File: config.mk
export PLATFORM = sky130hd
export DESIGN_NAME = bus_mux_reg
export DESIGN_NICKNAME = d
export VERILOG_FILES = /design/src/rtl/bus_mux_reg.sv
export SDC_FILE = /design/constraint.sdc
export NUM_CORES = 1
export LEC_CHECK = 0
export ABC_AREA = 0
export BUFFER_PORTS_ARGS = -buffer_cell sky130_fd_sc_hd__buf_2
export CORE_MARGIN = 2
export CORE_UTILIZATION = 49
export CTS_CLUSTER_SIZE = 16
export DETAILED_ROUTE_END_ITERATION = 10
export HOLD_SLACK_MARGIN = 0.12
export PLACE_DENSITY = 0.87
export SLEW_MARGIN = 20
export SYNTH_ARGS = -nofsm -noshare
export SYNTH_HDL_FRONTEND = slang
export SYNTH_SLANG_ARGS = --single-unit
export TNS_END_PERCENT = 50
File: constraint.sdc
create_clock -name clk -period 13.7 [get_ports clk]
set_clock_uncertainty 0.2 [all_clocks]
set_input_delay 2.055 -clock clk [delete_from_list [all_inputs] [get_ports clk]]
set_output_delay 2.055 -clock clk [all_outputs]
set_load 0.005 [all_outputs]
File: src/rtl/bus_mux_reg.sv
// Internal-bus source mux: fixed-priority select of G, D or a general register,
// with optional output register, hold-last-value mode and contention tracking.
module bus_mux_reg #(
  parameter int WIDTH     = 9,
  parameter int NREG      = 8,
  parameter int REG_OUT   = 1,
  parameter int HOLD_LAST = 1,
  parameter int CNT_W     = 8,
  localparam int SRC_W    = $clog2(NREG + 3)
) (
  input  logic                  clk,
  input  logic                  rst,
  input  logic [NREG*WIDTH-1:0] in_r,
  input  logic [WIDTH-1:0]      in_d,
  input  logic [WIDTH-1:0]      in_g,
  input  logic [NREG-1:0]       rsel,
  input  logic                  dsel,
  input  logic                  gsel,
  input  logic                  en,
  input  logic                  clr_err,
  output logic [WIDTH-1:0]      bus_out,
  output logic [SRC_W-1:0]      bus_src,
  output logic                  bus_vld,
  output logic                  conflict,
  output logic                  err_sticky,
  output logic [CNT_W-1:0]      err_cnt
);

  localparam logic [CNT_W-1:0] CNT_MAX = '1;

  logic             sel_any;
  logic [WIDTH-1:0] win_val;
  logic [SRC_W-1:0] win_src;
  logic [SRC_W-1:0] sel_pop;

  logic [WIDTH-1:0] last_q, last_d;
  logic             err_sticky_q, err_sticky_d;
  logic [CNT_W-1:0] err_cnt_q, err_cnt_d;

  // Registers are scanned high to low so the lowest set index ends up winning;
  // D and G are applied last so they override any register.
  always_comb begin
    win_val = '0;
    win_src = '0;
    sel_pop = '0;
    sel_any = gsel | dsel | (|rsel);
    for (int i = NREG - 1; i >= 0; i--) begin
      if (rsel[i]) begin
        win_val = in_r[i*WIDTH +: WIDTH];
        win_src = SRC_W'(i + 3);
      end
      sel_pop = sel_pop + SRC_W'(rsel[i]);
    end
    if (dsel) begin
      win_val = in_d;
      win_src = SRC_W'(2);
    end
    if (gsel) begin
      win_val = in_g;
      win_src = SRC_W'(1);
    end
    sel_pop = sel_pop + SRC_W'(gsel) + SRC_W'(dsel);
    if (!sel_any && (HOLD_LAST != 0)) begin
      win_val = last_q;
    end
  end

  assign conflict = (sel_pop >= SRC_W'(2));

  always_comb begin
    last_d       = last_q;
    err_sticky_d = err_sticky_q;
    err_cnt_d    = err_cnt_q;
    if (en && sel_any) begin
      last_d = win_val;
    end
    if (clr_err) begin
      err_sticky_d = 1'b0;
      err_cnt_d    = '0;
    end else if (conflict) begin
      err_sticky_d = 1'b1;
      if (err_cnt_q != CNT_MAX) begin
        err_cnt_d = err_cnt_q + 1'b1;
      end
    end
  end

  always_ff @(posedge clk) begin
    if (rst) begin
      last_q       <= '0;
      err_sticky_q <= 1'b0;
      err_cnt_q    <= '0;
    end else begin
      last_q       <= last_d;
      err_sticky_q <= err_sticky_d;
      err_cnt_q    <= err_cnt_d;
    end
  end

  assign err_sticky = err_sticky_q;
  assign err_cnt    = err_cnt_q;

  if (REG_OUT != 0) begin : g_reg_out
    logic [WIDTH-1:0] out_q, out_d;
    logic [SRC_W-1:0] src_q, src_d;
    logic             vld_q, vld_d;

    always_comb begin
      out_d = out_q;
      src_d = src_q;
      vld_d = vld_q;
      if (en) begin
        out_d = win_val;
        src_d = win_src;
        vld_d = sel_any;
      end
    end

    always_ff @(posedge clk) begin
      if (rst) begin
        out_q <= '0;
        src_q <= '0;
        vld_q <= 1'b0;
      end else begin
        out_q <= out_d;
        src_q <= src_d;
        vld_q <= vld_d;
      end
    end

    assign bus_out = out_q;
    assign bus_src = src_q;
    assign bus_vld = vld_q;
  end else begin : g_comb_out
    assign bus_out = win_val;
    assign bus_src = win_src;
    assign bus_vld = sel_any;
  end

endmodule
==> impl_metrics.py <==
metrics = {
    "layout": {
        "finalNonFillerCells": 458,
        "drive_above_1_share": 0.369,
        "utilization": 0.656,
        "syn2layout_area_growth_pct": 30.0,
        "stdcell_area_um2": 3080,
        "fin_nets": 517,
        "fillCellCount": 396,
        "n_antenna_cell": 0,
    },
    "power": {
        "power.leakage_nw": 1.43,
        "max-vdd-ir-drop_v": 0.0000387,
        "power_density_nw_per_um2": 85.8,
        "p_total_uw": 264,
    },
    "placement": {
        "io_buffers": 127,
        "hpwl_um": 6020,
        "placed_cells": 450,
        "routabilityCongestion": 1.02,
        "place_area_um2": 2980,
    },
    "global_route": {
        "grt_max_degree": 31,
        "antenna_found_initial": 0,
        "grt_usage": 0.290,
        "first_global_vias": 2520,
        "grt_pass1_wl_um": 12200,
        "gr-total-overflow": 0,
    },
    "clocking": {
        "cts_buffers": 5,
        "cts_tree": "done",
        "root_buffer": "clkbuf_8",
        "post_cts_buffers": 0,
        "cts_sinks": 32,
        "htree_levels": 2,
        "ctsHoldBuffers": 0,
        "ctsResizeCount": 0,
        "cts_buffer_depth": 2,
        "clk_pin_slew_ns": 0.06,
        "clkLatencyLatePin_ns": 0.28,
    },
    "outcome": {
        "status": "completed",
    },
    "yosys": {
        "synth_cells": 288,
        "synth_flop_cell": "dfxtp_1",
        "seq_area_frac_synth": 0.271,
        "yosysTopAreaCell": "dfxtp_1",
        "avgSynthCellArea_um2": 8.22,
        "synth_top_area_frac": 0.271,
        "synth-seq-cells": 32,
        "ys_types": 57,
        "synthTopCellsByArea": "dfxtp_1 (27%), a221oi_1 (5.6%), fa_1 (5.1%)",
        "syn_area_um2": 2370,
        "synthArstFlopShare": 0,
        "synth_edf_count": 0,
        "yosysWarnings": 0,
        "syn-num-nets": 402,
    },
    "worst_setup_path": {
        "worst_ep_required_time_ns": 11.44,
        "worstSetupStartpointType": "input pin",
        "end_kind": "output pin",
        "cp.arrival_ns": 5.35,
        "path_class": "in -> out",
        "path_max_fanout": 12,
    },
    "routing": {
        "route.detailed.drc": 0,
        "wirelength_um": 7680,
        "ant_nets": 0,
        "vias_per_cell": 6.05,
        "wl_per_cell_um": 16.8,
        "drt_iter0_drc": 275,
        "firstDrtPassIters": 5,
        "num_vias": 2771,
    },
    "sta": {
        "worst_pin_slew_ns": 0.855,
        "min_period_ns": 7.60,
        "max_slew_margin": 0.427,
        "finalSetupTns_ns": 0,
        "rsz0062_at_grt": "no",
        "hold_violations": 0,
        "slew_violations": 0,
        "fmax_ghz": 0.132,
        "min_period_over_period": 0.555,
        "setup_viol": 0,
    },
    "floorplanning": {
        "core-area_um2": 4690,
        "die-area_um2": 5400,
        "initial_core_util": 0.504,
        "die_w_um": 73.5,
        "die_h_um": 73.5,
        "io_pins": 128,
        "core.rowCount": 25,
    },
    "worst_hold_path": {
        "hold_path_class": "reg -> reg",
    },
    "job": {
        "maxCapViolations": 0,
    },
}
==> report_power, final <==
group	internal (mW)	switching (mW)	leakage, nW
clock network	0.0400	0.0337	0.0510
registers	0.0996	0.00416	0.263
logic	0.0389	0.0476	1.11
==> layout by cell type, fill, tap and decap left out, drive strengths merged, types with 2 or more instances in the layout <==
| master | n |
|---|---|
| or2 | 4 |
| dfxtp | 32 |
| nand3 | 4 |
| nand3b | 2 |
| nor3b | 2 |
| o21bai | 6 |
| o221a | 3 |
| nor4 | 2 |
| and2 | 2 |
| o21ai | 24 |
| and3b | 2 |
| nor2b | 10 |
| a221oi | 15 |
| nand2b | 8 |
| a21oi | 10 |
| or3 | 3 |
| inv | 10 |
| nor2 | 24 |
| nand2 | 13 |
| a211oi | 10 |
| ha | 4 |
| a221o | 7 |
| fa | 6 |
| o31ai | 2 |
| mux2i | 2 |
| o211ai | 4 |
| clkinv | 4 |
| nor3 | 9 |
| a311oi | 2 |
| clkbuf | 6 |
| a31oi | 11 |
| xor2 | 6 |
| o2111ai | 2 |
| o21a | 4 |
| a21o | 11 |
| buf | 127 |
==> through the flow <==
| stage | setup slack (ns) | hold WS, ns |
|---|---|---|
| 5_1_grt | 5.90 | 0.270 |
| 6_report | 6.10 | 0.253 |
| 3_5_place_dp | 6.10 | 0.240 |
| 3_3_place_gp | 6.21 | 0.235 |
| 2_1_floorplan | 6.20 | 0.227 |
| 4_1_cts | 6.08 | 0.255 |
==> cells by family after synthesis <==
group                      share of synthesized area
AOI/OAI and AO/OA                              0.354
and+or+nand+nor                                0.217
DFF                                            0.271
buffers and inverters                         0.0550
adders and majority gates                     0.0719
xor gates and xnor gates                      0.0222
muxes                                        0.00846
==> critical path: stages <==
cell and delay [ns]:
buf_2 0.16, inv_1 0.29, fa_1 0.50, fa_1 0.48, fa_1 0.49, inv_1 0.04, ha_1 0.20, fa_1 0.40
mux2i_1 0.37, or2_2 0.24, buf_2 0.12
==> synthesized netlist by cell type (2+ instances only) <==
master     count
nor2_1        23
ha_1           4
o221a_2        3
fa_1           6
a21o_1        11
a211oi_1       9
and2_1         2
inv_1         10
nand3_1        4
a311oi_1       2
a221o_1        7
or3_1          3
o2111ai_1      2
clkbuf_1      14
o21a_1         4
clkinv_1       2
mux2i_1        2
nand2_1       13
o211ai_1       4
buf_2          2
o21ai_0       23
nor2b_1       10
nand2b_1       8
nand3b_1       2
a21oi_1       10
or2_2          4
a31oi_1       11
xor2_1         6
o21bai_1       6
and3b_1        2
nor3_1         8
a221oi_1      15
dfxtp_1       32
==> sequential cells by signal, indices dropped and copies added, names as in the netlist <==
name        count
last_q          9
bus_src         4
bus_out         9
bus_vld         1
err_cnt         8
err_sticky      1
==> final cells by class <==
type                            instances  area [um^2]  area share
Clock buffer                            6         82.6      0.0268
Clock inverter                          2         10.0     0.00325
Inverter                               12         45.0      0.0146
Multi-Input combinational cell        225         1600       0.519
Sequential cell                        32          641       0.208
Tap cell                               54         67.6      0.0220
Timing Repair Buffer                  127          636       0.207
==> path summary, 6_finish.rpt <==
kind	from	end	slack [ns]	cells past startpoint
setup reg to reg	err_cnt[0]$_SDFFE_PP0P_	err_cnt[7]$_SDFFE_PP0P_	11.87	6
hold / removal	last_q[4]$_SDFFE_PP0P_	last_q[4]$_SDFFE_PP0P_	0.25	1
setup / recovery	rsel[1]	conflict	6.10	11
hold reg to reg	last_q[4]$_SDFFE_PP0P_	last_q[4]$_SDFFE_PP0P_	0.25	1
==> layer usage <==
layer  vias to the layer above  global-route usage  wire length (um)
met4                         0               0.109               147
li1                       1321                   -                 -
met1                      1257               0.396              3200
met2                       178               0.459              3710
met3                        15              0.0439               621
met5                         -                   0                 0
Power figures use the tool's default switching activity.
